===== config.mk =====
export PLATFORM = sky130hd
export DESIGN_NAME = capture_buffer
export DESIGN_NICKNAME = d
export VERILOG_FILES = /design/src/rtl/capture_pkg.sv /design/src/rtl/capture_ram.sv /design/src/rtl/capture_buffer.sv
export SDC_FILE = /design/constraint.sdc
export NUM_CORES = 2
export LEC_CHECK = 0
export ABC_CLOCK_PERIOD_IN_PS = 9400
export BUFFER_PORTS_ARGS = -buffer_cell sky130_fd_sc_hd__buf_2
export CORE_MARGIN = 2
export CORE_UTILIZATION = 65
export DETAILED_ROUTE_END_ITERATION = 6
export HOLD_SLACK_MARGIN = 0.03
export PLACE_DENSITY = 0.79
export SYNTH_ARGS = -nofsm -noshare
export SYNTH_HDL_FRONTEND = slang
export SYNTH_SLANG_ARGS = --single-unit

===== constraint.sdc =====
create_clock -name pcm_clk -period 9.4 [get_ports pcm_clk]
set_input_delay 1.88 -clock pcm_clk [delete_from_list [all_inputs] [get_ports pcm_clk]]
set_output_delay 1.88 -clock pcm_clk [all_outputs]
set_load 0.03 [all_outputs]

===== src/rtl/capture_pkg.sv =====
// Shared types and helpers for the pre/post-trigger capture buffer.
package capture_pkg;

    // Capture sequencing states.
    typedef enum logic [2:0] {
        ST_PRE_FILL   = 3'd0,
        ST_ARMED      = 3'd1,
        ST_CAPTURE    = 3'd2,
        ST_READOUT    = 3'd3,
        ST_WAIT_CLEAR = 3'd4
    } state_t;

    localparam int SAMPLE_W = 16;

    // Address width for a buffer of the given depth.
    function automatic int addr_w(input int depth);
        return (depth <= 2) ? 1 : $clog2(depth);
    endfunction

endpackage


===== src/rtl/capture_ram.sv =====
// Simple dual-port sample store: synchronous write, registered read (1-cycle latency).
import capture_pkg::*;

module capture_ram #(
    parameter int DEPTH = 256,
    parameter int AW    = 8
) (
    input  logic                pcm_clk,
    input  logic                wr_en,
    input  logic [AW-1:0]       wr_addr,
    input  logic [SAMPLE_W-1:0] wr_data,
    input  logic                rd_en,
    input  logic [AW-1:0]       rd_addr,
    output logic [SAMPLE_W-1:0] rd_data
);

    logic [SAMPLE_W-1:0] mem [DEPTH];
    logic [SAMPLE_W-1:0] rd_q;

    // Write port.
    always_ff @(posedge pcm_clk) begin
        if (wr_en) mem[wr_addr] <= wr_data;
    end

    // Registered read port; contents and read register are intentionally not reset.
    always_ff @(posedge pcm_clk) begin
        if (rd_en) rd_q <= mem[rd_addr];
    end

    assign rd_data = rd_q;

endmodule


===== src/rtl/capture_buffer.sv =====
// Pre/post-trigger capture buffer with a zero-bubble valid/ready readout.
//
// state         | meaning
// --------------+-------------------------------------------------------------
// ST_PRE_FILL   | writing the first PRE_TRIGGER samples, trigger ignored
// ST_ARMED      | writing continuously, waiting for the trigger level
// ST_CAPTURE    | writing the post-trigger samples, trigger ignored
// ST_READOUT    | streaming DEPTH samples oldest-first through out/skid regs
// ST_WAIT_CLEAR | capture delivered, waiting for the trigger level to drop
import capture_pkg::*;

module capture_buffer #(
    parameter int DEPTH       = 256,
    parameter int PRE_TRIGGER = 64
) (
    input  logic                       pcm_clk,
    input  logic                       reset,
    input  logic signed [SAMPLE_W-1:0] pcm,
    input  logic                       triggered,
    input  logic                       rd_ready,
    output logic signed [SAMPLE_W-1:0] rd_data,
    output logic                       rd_valid,
    output logic                       armed,
    output logic                       capturing,
    output logic                       done
);

    localparam int AW = addr_w(DEPTH);
    localparam int CW = AW + 1;
    localparam logic [AW-1:0] FILL_LAST = AW'(PRE_TRIGGER - 1);
    localparam logic [AW-1:0] CAP_LAST  = AW'(DEPTH - PRE_TRIGGER - 1);
    localparam bit            CAP_ONE   = (DEPTH - PRE_TRIGGER) == 1;
    localparam logic [CW-1:0] DEPTH_C   = CW'(DEPTH);

    state_t              state_q, state_d;
    logic [AW-1:0]       wr_ptr_q, wr_ptr_d;
    logic [AW-1:0]       cnt_q, cnt_d;
    logic [AW-1:0]       rd_addr_q, rd_addr_d;
    logic [CW-1:0]       issue_left_q, issue_left_d;
    logic [CW-1:0]       pop_left_q, pop_left_d;
    logic                ram_vld_q, ram_vld_d;
    logic [SAMPLE_W-1:0] rd_data_q, rd_data_d;
    logic                rd_valid_q, rd_valid_d;
    logic [SAMPLE_W-1:0] skid_data_q, skid_data_d;
    logic                skid_valid_q, skid_valid_d;
    logic                armed_q, armed_d;
    logic                capturing_q, capturing_d;
    logic                done_q, done_d;

    logic                wr_en, rd_en, pop;
    logic [1:0]          occ;
    logic [SAMPLE_W-1:0] ram_dout;

    capture_ram #(.DEPTH(DEPTH), .AW(AW)) u_ram (
        .pcm_clk (pcm_clk),
        .wr_en   (wr_en),
        .wr_addr (wr_ptr_q),
        .wr_data (pcm),
        .rd_en   (rd_en),
        .rd_addr (rd_addr_q),
        .rd_data (ram_dout)
    );

    // Next-state, pointer, counter and readout-pipeline logic.
    always_comb begin
        state_d      = state_q;
        wr_ptr_d     = wr_ptr_q;
        cnt_d        = cnt_q;
        rd_addr_d    = rd_addr_q;
        issue_left_d = issue_left_q;
        pop_left_d   = pop_left_q;
        rd_data_d    = rd_data_q;
        rd_valid_d   = rd_valid_q;
        skid_data_d  = skid_data_q;
        skid_valid_d = skid_valid_q;
        wr_en        = 1'b0;
        rd_en        = 1'b0;
        pop          = rd_valid_q & rd_ready;
        // Samples held or in flight once this cycle's transfer (if any) is taken.
        occ          = {1'b0, rd_valid_q} + {1'b0, skid_valid_q} + {1'b0, ram_vld_q} - {1'b0, pop};

        case (state_q)
            ST_PRE_FILL: begin
                wr_en    = 1'b1;
                wr_ptr_d = wr_ptr_q + 1'b1;
                if (cnt_q == FILL_LAST) begin
                    state_d = ST_ARMED;
                    cnt_d   = '0;
                end else begin
                    cnt_d = cnt_q + 1'b1;
                end
            end
            ST_ARMED: begin
                wr_en    = 1'b1;
                wr_ptr_d = wr_ptr_q + 1'b1;
                if (triggered) begin
                    if (CAP_ONE) begin
                        state_d      = ST_READOUT;
                        rd_addr_d    = wr_ptr_d;
                        issue_left_d = DEPTH_C;
                        pop_left_d   = DEPTH_C;
                    end else begin
                        state_d = ST_CAPTURE;
                        cnt_d   = AW'(1);
                    end
                end
            end
            ST_CAPTURE: begin
                wr_en    = 1'b1;
                wr_ptr_d = wr_ptr_q + 1'b1;
                if (cnt_q == CAP_LAST) begin
                    // wr_ptr now points at the oldest sample in the buffer.
                    state_d      = ST_READOUT;
                    cnt_d        = '0;
                    rd_addr_d    = wr_ptr_d;
                    issue_left_d = DEPTH_C;
                    pop_left_d   = DEPTH_C;
                end else begin
                    cnt_d = cnt_q + 1'b1;
                end
            end
            ST_READOUT: begin
                // Only prefetch when the returning word is guaranteed a slot.
                if (issue_left_q != '0 && occ < 2'd2) begin
                    rd_en        = 1'b1;
                    rd_addr_d    = rd_addr_q + 1'b1;
                    issue_left_d = issue_left_q - 1'b1;
                end
                if (pop && pop_left_q == CW'(1)) state_d = ST_WAIT_CLEAR;
            end
            ST_WAIT_CLEAR: begin
                if (!triggered) begin
                    state_d = ST_PRE_FILL;
                    cnt_d   = '0;
                end
            end
            default: state_d = ST_PRE_FILL;
        endcase

        ram_vld_d = rd_en;

        // Output register holds while stalled; RAM data lands in the skid register.
        if (rd_valid_q && !pop) begin
            if (ram_vld_q) begin
                skid_data_d  = ram_dout;
                skid_valid_d = 1'b1;
            end
        end else if (skid_valid_q) begin
            rd_data_d    = skid_data_q;
            rd_valid_d   = 1'b1;
            skid_data_d  = ram_dout;
            skid_valid_d = ram_vld_q;
        end else begin
            if (ram_vld_q) rd_data_d = ram_dout;
            rd_valid_d = ram_vld_q;
        end
        if (pop) pop_left_d = pop_left_q - 1'b1;

        armed_d     = (state_d == ST_ARMED);
        capturing_d = (state_d == ST_CAPTURE);
        done_d      = (state_d == ST_READOUT) || (state_d == ST_WAIT_CLEAR);
    end

    // State, pointers and registered outputs; reset abandons any capture in progress.
    always_ff @(posedge pcm_clk or posedge reset) begin
        if (reset) begin
            state_q      <= ST_PRE_FILL;
            wr_ptr_q     <= '0;
            cnt_q        <= '0;
            rd_addr_q    <= '0;
            issue_left_q <= '0;
            pop_left_q   <= '0;
            ram_vld_q    <= 1'b0;
            rd_data_q    <= '0;
            rd_valid_q   <= 1'b0;
            skid_data_q  <= '0;
            skid_valid_q <= 1'b0;
            armed_q      <= 1'b0;
            capturing_q  <= 1'b0;
            done_q       <= 1'b0;
        end else begin
            state_q      <= state_d;
            wr_ptr_q     <= wr_ptr_d;
            cnt_q        <= cnt_d;
            rd_addr_q    <= rd_addr_d;
            issue_left_q <= issue_left_d;
            pop_left_q   <= pop_left_d;
            ram_vld_q    <= ram_vld_d;
            rd_data_q    <= rd_data_d;
            rd_valid_q   <= rd_valid_d;
            skid_data_q  <= skid_data_d;
            skid_valid_q <= skid_valid_d;
            armed_q      <= armed_d;
            capturing_q  <= capturing_d;
            done_q       <= done_d;
        end
    end

    assign rd_data   = rd_data_q;
    assign rd_valid  = rd_valid_q;
    assign armed     = armed_q;
    assign capturing = capturing_q;
    assign done      = done_q;

endmodule


---- Word level (Yosys, flattened, before mapping) ----
Memories as Yosys holds them, arrays and structs flattened. A register that Yosys moved wholly into a read port is not among the register bits.
Index checks and enable logic that the tools add are counted.
cells by class
  $add $sub $neg .......................... 8
  order comparisons ....................... 1
  equal/unequal tests ..................... 16
  mux-type cells .......................... 32
  bitwise operators ....................... 2
  reduce and logical (&&, ||, !) cells .... 19
operators with widths
  cell                                                                    count
  16-bit two-way mux                                                      4
  8-bit two-way mux                                                       6
  9-bit two-way mux                                                       4
  8-bit one-hot mux with 4 select lines                                   1
  8-bit by 1-bit adder with 8-bit output (second input constant)          3
  9-bit one-hot mux with 2 select lines                                   1
  9-bit by 1-bit subtractor with 9-bit output (second input constant)     2
  8-bit one-hot mux with 2 select lines                                   1
  3-bit two-way mux                                                       5
  3-bit one-hot mux with 5 select lines                                   1
  3-bit by 2-bit equality test with 1-bit output (second input constant)  4
  2-bit != test (second input constant)                                   5
  2-bit nonzero test                                                      5
  9-bit by 1-bit equality test with 1-bit output (second input constant)  1
  1-bit two-way mux                                                       9
  9-bit nonzero test                                                      1
  8-bit by 6-bit equality test with 1-bit output (second input constant)  1
  8-bit equality test (second input constant)                             1
  3-bit by 1-bit equality test with 1-bit output (second input constant)  2
  3-bit equality test (second input constant)                             2
  2-bit AND reduction                                                     3
  3-bit AND reduction                                                     2
  4-bit nonzero test                                                      1
  1-bit logical AND                                                       3
  other kinds (10)                                                        10
word-level totals
  register bits ........................... 83
  memory bits (writable) .................. 4096
  bits of input ports ..................... 20
  output and inout bits ................... 20
  logic and storage cells ................. 93
  memories kept ........................... 1
memory list
  memory     words  bits a word  read ports  clocked after memory_dff  wr ports  line               text
  u_ram.mem  256    16           1           1                         1         capture_ram.sv:17  logic [SAMPLE_W-1:0] mem [DEPTH];

---- Longest topological paths before layout ----
  word-level depth ........................ 7
  depth in mapped cells ................... 13
  gate-level depth less buffers ........... 12

---- Modules after synthesis ----
A second synthesis with hierarchy kept.
unflattened totals
  cells, all modules ...................... 7752
  area, all modules ....................... 162908.7 µm²
modules (own cells, without submodules)
  module          instances  cells an instance  area an instance (µm²)  sequential area each (µm²)
  capture_ram     1          7360               158874.9                123478.4
  capture_buffer  1          392                4033.9                  2077.0

---- Worst setup path before layout ----
OpenSTA, ideal clock, no wires.
  path type ............................... input-to-reg
  start point ............................. input rd_ready
  end point ............................... register issue_left_q[5]
  setup time .............................. 132 ps
  data arrival time ....................... 5208 ps
  data required time ...................... 9268 ps
  setup slack ............................. 4060 ps
  cell stages on the path ................. 12
  path buffers ............................ 0
  path through ............................ nand2_1 -> inv_1 -> ha_1 -> inv_1 -> ha_1 -> a21oi_1 -> xnor2_1 -> nor3_1 -> o21ai_0 -> nor3_1 -> xnor2_1 -> nor2_1
on the way
  cells in the longest elaborated chain, start to end .. 6
ends and longest elaborated chain
  item                                         line                   text
  start, declared                              capture_buffer.sv:20   input logic rd_ready,
  1-bit AND                                    capture_buffer.sv:78   pop = rd_valid_q & rd_ready;
  2-bit by 1-bit subtractor with 2-bit output  capture_buffer.sv:80   occ = {1'b0, rd_valid_q} + {1'b0, skid_valid_q} + {1'b0, ram_vld_q} - {1'b0, pop};
  2-bit < comparator                           capture_buffer.sv:124  if (issue_left_q != '0 && occ < 2'd2) begin
  1-bit logical AND                            capture_buffer.sv:124
  2-bit != test (no line)                      -
  3-bit AND reduction (no line)                -
  end signal, assigned                         capture_buffer.sv:186  issue_left_q <= issue_left_d;
  end, declared                                capture_buffer.sv:39   logic [CW-1:0] issue_left_q, issue_left_d;
No other way between the ends.
A chain may end at the register's enable or synchronous reset.

==> run metrics <==
status=complete, but fails checks; failing checks=design-rule violations, max-capacitance violations, max-slew violations; EDFF count, synth=4112; nets@finish=8090; vias in the first global route=85.9k; CP Data Required Time=10.09 ns; WL final=471 mm; post-route clock period utilization=59.2%; Avg Cell Area, Syn=21.3 µm²; drt initial violations=16.8k; largest net degree at the start of global routing=160; Syn. warnings=0; Yosys cell types=81; Synth top cells by count=4112 x edfxtp_1, 849 x mux4_2, 426 x mux2i_1; Syn Inst Count=7628; Crit. End Element=flip-flop; post-CTS resize count=0; routability cong.=0.955; Max Fclk=0.180 GHz; Post-CTS Setup Bufs=0; CP max-delay cell=o31ai_1; Slew HR=-12.9%; crit path max fanout=80; P_leak=58.2 nW; filler cell count=13.3k; Final Hold Viols=0; hold_buf cts=0; Die Y=504 µm; antenna viol nets, final=0; HP Class=reg -> reg; FF+latch count, synth=4195; core area=249000 µm²; DR pass1 iterations=7; Vias/cell=7.54; Crit path top cell by count=buf_4; largest area contributor in the netlist=edfxtp_1; gr usage total=37.0%; H-tree depth=5; clock power share=29.9%; sequential share of power=40.3%; ranking of synthesized cells by area=edfxtp_1 76%, mux4_2 12%, mux2i_1 2.6%; cts bufs inserted=409; worst path cell trace=buf_12, buf_4, buf_4, mux2i_1, a21oi_1, a31oi_1, o21ai_0, o31ai_1, o32ai_1; Clock Path Buffers=4; Via Count=88.4k; P_int=0.0356 W; Comb pwr share=29.8%; Post-route DRC=6; root buffer cell=clkbuf_16; Post-Syn Nets=7659; Crit. Startpoint=rd_addr_q[0]; pre-CTS setup slack=4.09 ns; Layout area overhead=11.2%; layout cells sized above 1=23.6%; Final HPWL DP=259 mm; cell with the most instances after synthesis=edfxtp_1; Setup Crit Path Kind=reg -> reg; die footprint=254000 µm²; CP bufs+invs=3; reg2reg start=rd_addr_q[0]; minimum clock period=5.56 ns; Worst VDD drop=0.268 mV; fin util=72.7%; Die Span X=504 µm; row cnt=183; Seq/Total Area, Yosys=77.3%; switching share of power=33.6%; I/O Buffers=39; Pins Over Slew Limit=8; switching power total=0.0180 W; total gr overflow=0; synthesized area=162000 µm²; CP Launch Type=flip-flop; R2R depth=9; Critical Path Stages=9; global-route wire length before repair=655 mm; Clk Latency, worst-skew pair=1.02 ns; final hold slack=0.509 ns; TritonCTS clock tree=done; Largest stage delay, worst path=1.17 ns; I/O pins=40; setup TNS=0 ns; Critical Path Sink=u_ram.rd_data[9]; RR Endpoint=u_ram.rd_data[9]; reg2reg setup slack=3.84 ns; clk sinks=4195; Most used DFF post-synth=edfxtp_1; Worst-path clk slew=0.06 ns; pwr/cell area=297 nW/µm²; setup violators final=0; RSZ-0062 raised after global routing=false; critical path arrival=6.26 ns; DR WL/cell=40.1 µm; post-synth top area share=76.0%; Worst path top cell family by delay=compound AO/OA/AOI/OAI gates; Setup Skew=0.0550 ns; Slew @ Worst Pin=1.68 ns; Starting Density=65.3%; initial antenna violation count=39; max-cap violations=4; ys async rst share=1.98%; fin worst setup slack=3.84 ns
==> sequential cells by signal (all words and copies together) (netlist names) <==
signal	cells
capturing	1
issue_left_q	9
state_q	3
u_ram.rd_data	16
armed	1
rd_data	16
ram_vld_q	1
skid_valid_q	1
pop_left_q	9
done	1
u_ram.mem	4096
wr_ptr_q	8
rd_valid	1
rd_addr_q	8
cnt_q	8
skid_data_q	16
==> metrics by stage <==
stage               total power, W  instances  cell area [µm²]
floorplan                   0.0311       7628           162000
global placement            0.0367      10976           168000
detailed placement          0.0369      10976           168000
CTS                         0.0529      11688           181000
global route                0.0543      11692           181000
finish                      0.0536      11730           181000
==> worst register-to-register path: cells and delay by family, from the launching register on <==
kind                   cells  cell delay (ns)
AOI/OAI and AO/OA          5             2.17
DFF                        1             0.98
muxes                      1             0.28
buffers and inverters      3             1.83
==> area by class of cell <==
| type | count | area, µm² | share of cell area, % |
|---|---|---|---|
| inverter | 20 | 81.3 | 0.0450 |
| sequential | 4195 | 126000 | 69.5 |
| clock inverter | 235 | 2210 | 1.23 |
| multi-input combinational | 2962 | 34100 | 18.9 |
| clock buffer | 477 | 10600 | 5.85 |
| antenna | 40 | 100 | 0.0554 |
| timing repair buffer | 471 | 3820 | 2.12 |
| tap | 3330 | 4170 | 2.31 |
==> per-layer routing <==
layer	up-vias	GRT usage [%]	wire length [µm]
met1	44893	48.5	151000
met5	-	0	186
met4	26	20.5	31400
li1	32843	-	-
met3	1760	13.9	75400
met2	8926	54.2	212000
==> power by group through the flow <==
| stage | sequential [W] | combinational [W] | clock, W |
|---|---|---|---|
| after global routing | 0.0216 | 0.0160 | 0.0167 |
| after detailed placement | 0.0220 | 0.0150 | 0 |
| after floorplan | 0.0217 | 0.00934 | 0 |
| after CTS | 0.0216 | 0.0153 | 0.0160 |
| final | 0.0216 | 0.0160 | 0.0160 |
| after global placement | 0.0219 | 0.0147 | 0 |
==> cells in the final DEF, fill, tap and decap left out, types with 70 or more instances in the layout <==
cell type     n
edfxtp_1   4112
clkinv_2     82
clkinv_1     86
mux2i_1     425
o21ai_0      85
buf_4       412
clkbuf_16   413
a21oi_1     234
a221oi_1     70
nor2_1      338
dfrtp_1      76
nand2_1     176
a22oi_1     151
mux4_2      849
==> worst min-delay path by stage <==
stage / startpoint / endpoint / slack, ns / cells past startpoint
after floorplan: pop_left_q[8] / pop_left_q[8] / 0.46 / 1
after global placement: pop_left_q[6] / pop_left_q[6] / 0.48 / 2
after detailed placement: skid_data_q[13] / skid_data_q[13] / 0.49 / 1
after CTS: skid_data_q[13] / skid_data_q[13] / 0.51 / 1
after global routing: skid_data_q[5] / skid_data_q[5] / 0.52 / 1
final: skid_data_q[0] / skid_data_q[0] / 0.51 / 1
==> cell families after synthesis <==
kind of cell / count (synthesis) / share of synthesized area, %
muxes: 1333 / 15.1
xor gates and xnor gates: 26 / 0.140
and+or+nand+nor: 731 / 1.96
adders and majority gates: 12 / 0.0909
buffers and inverters: 471 / 1.83
AOI/OAI and AO/OA: 860 / 3.63
DFF: 4195 / 77.3
Note: power is estimated with default switching activity, not from simulation.
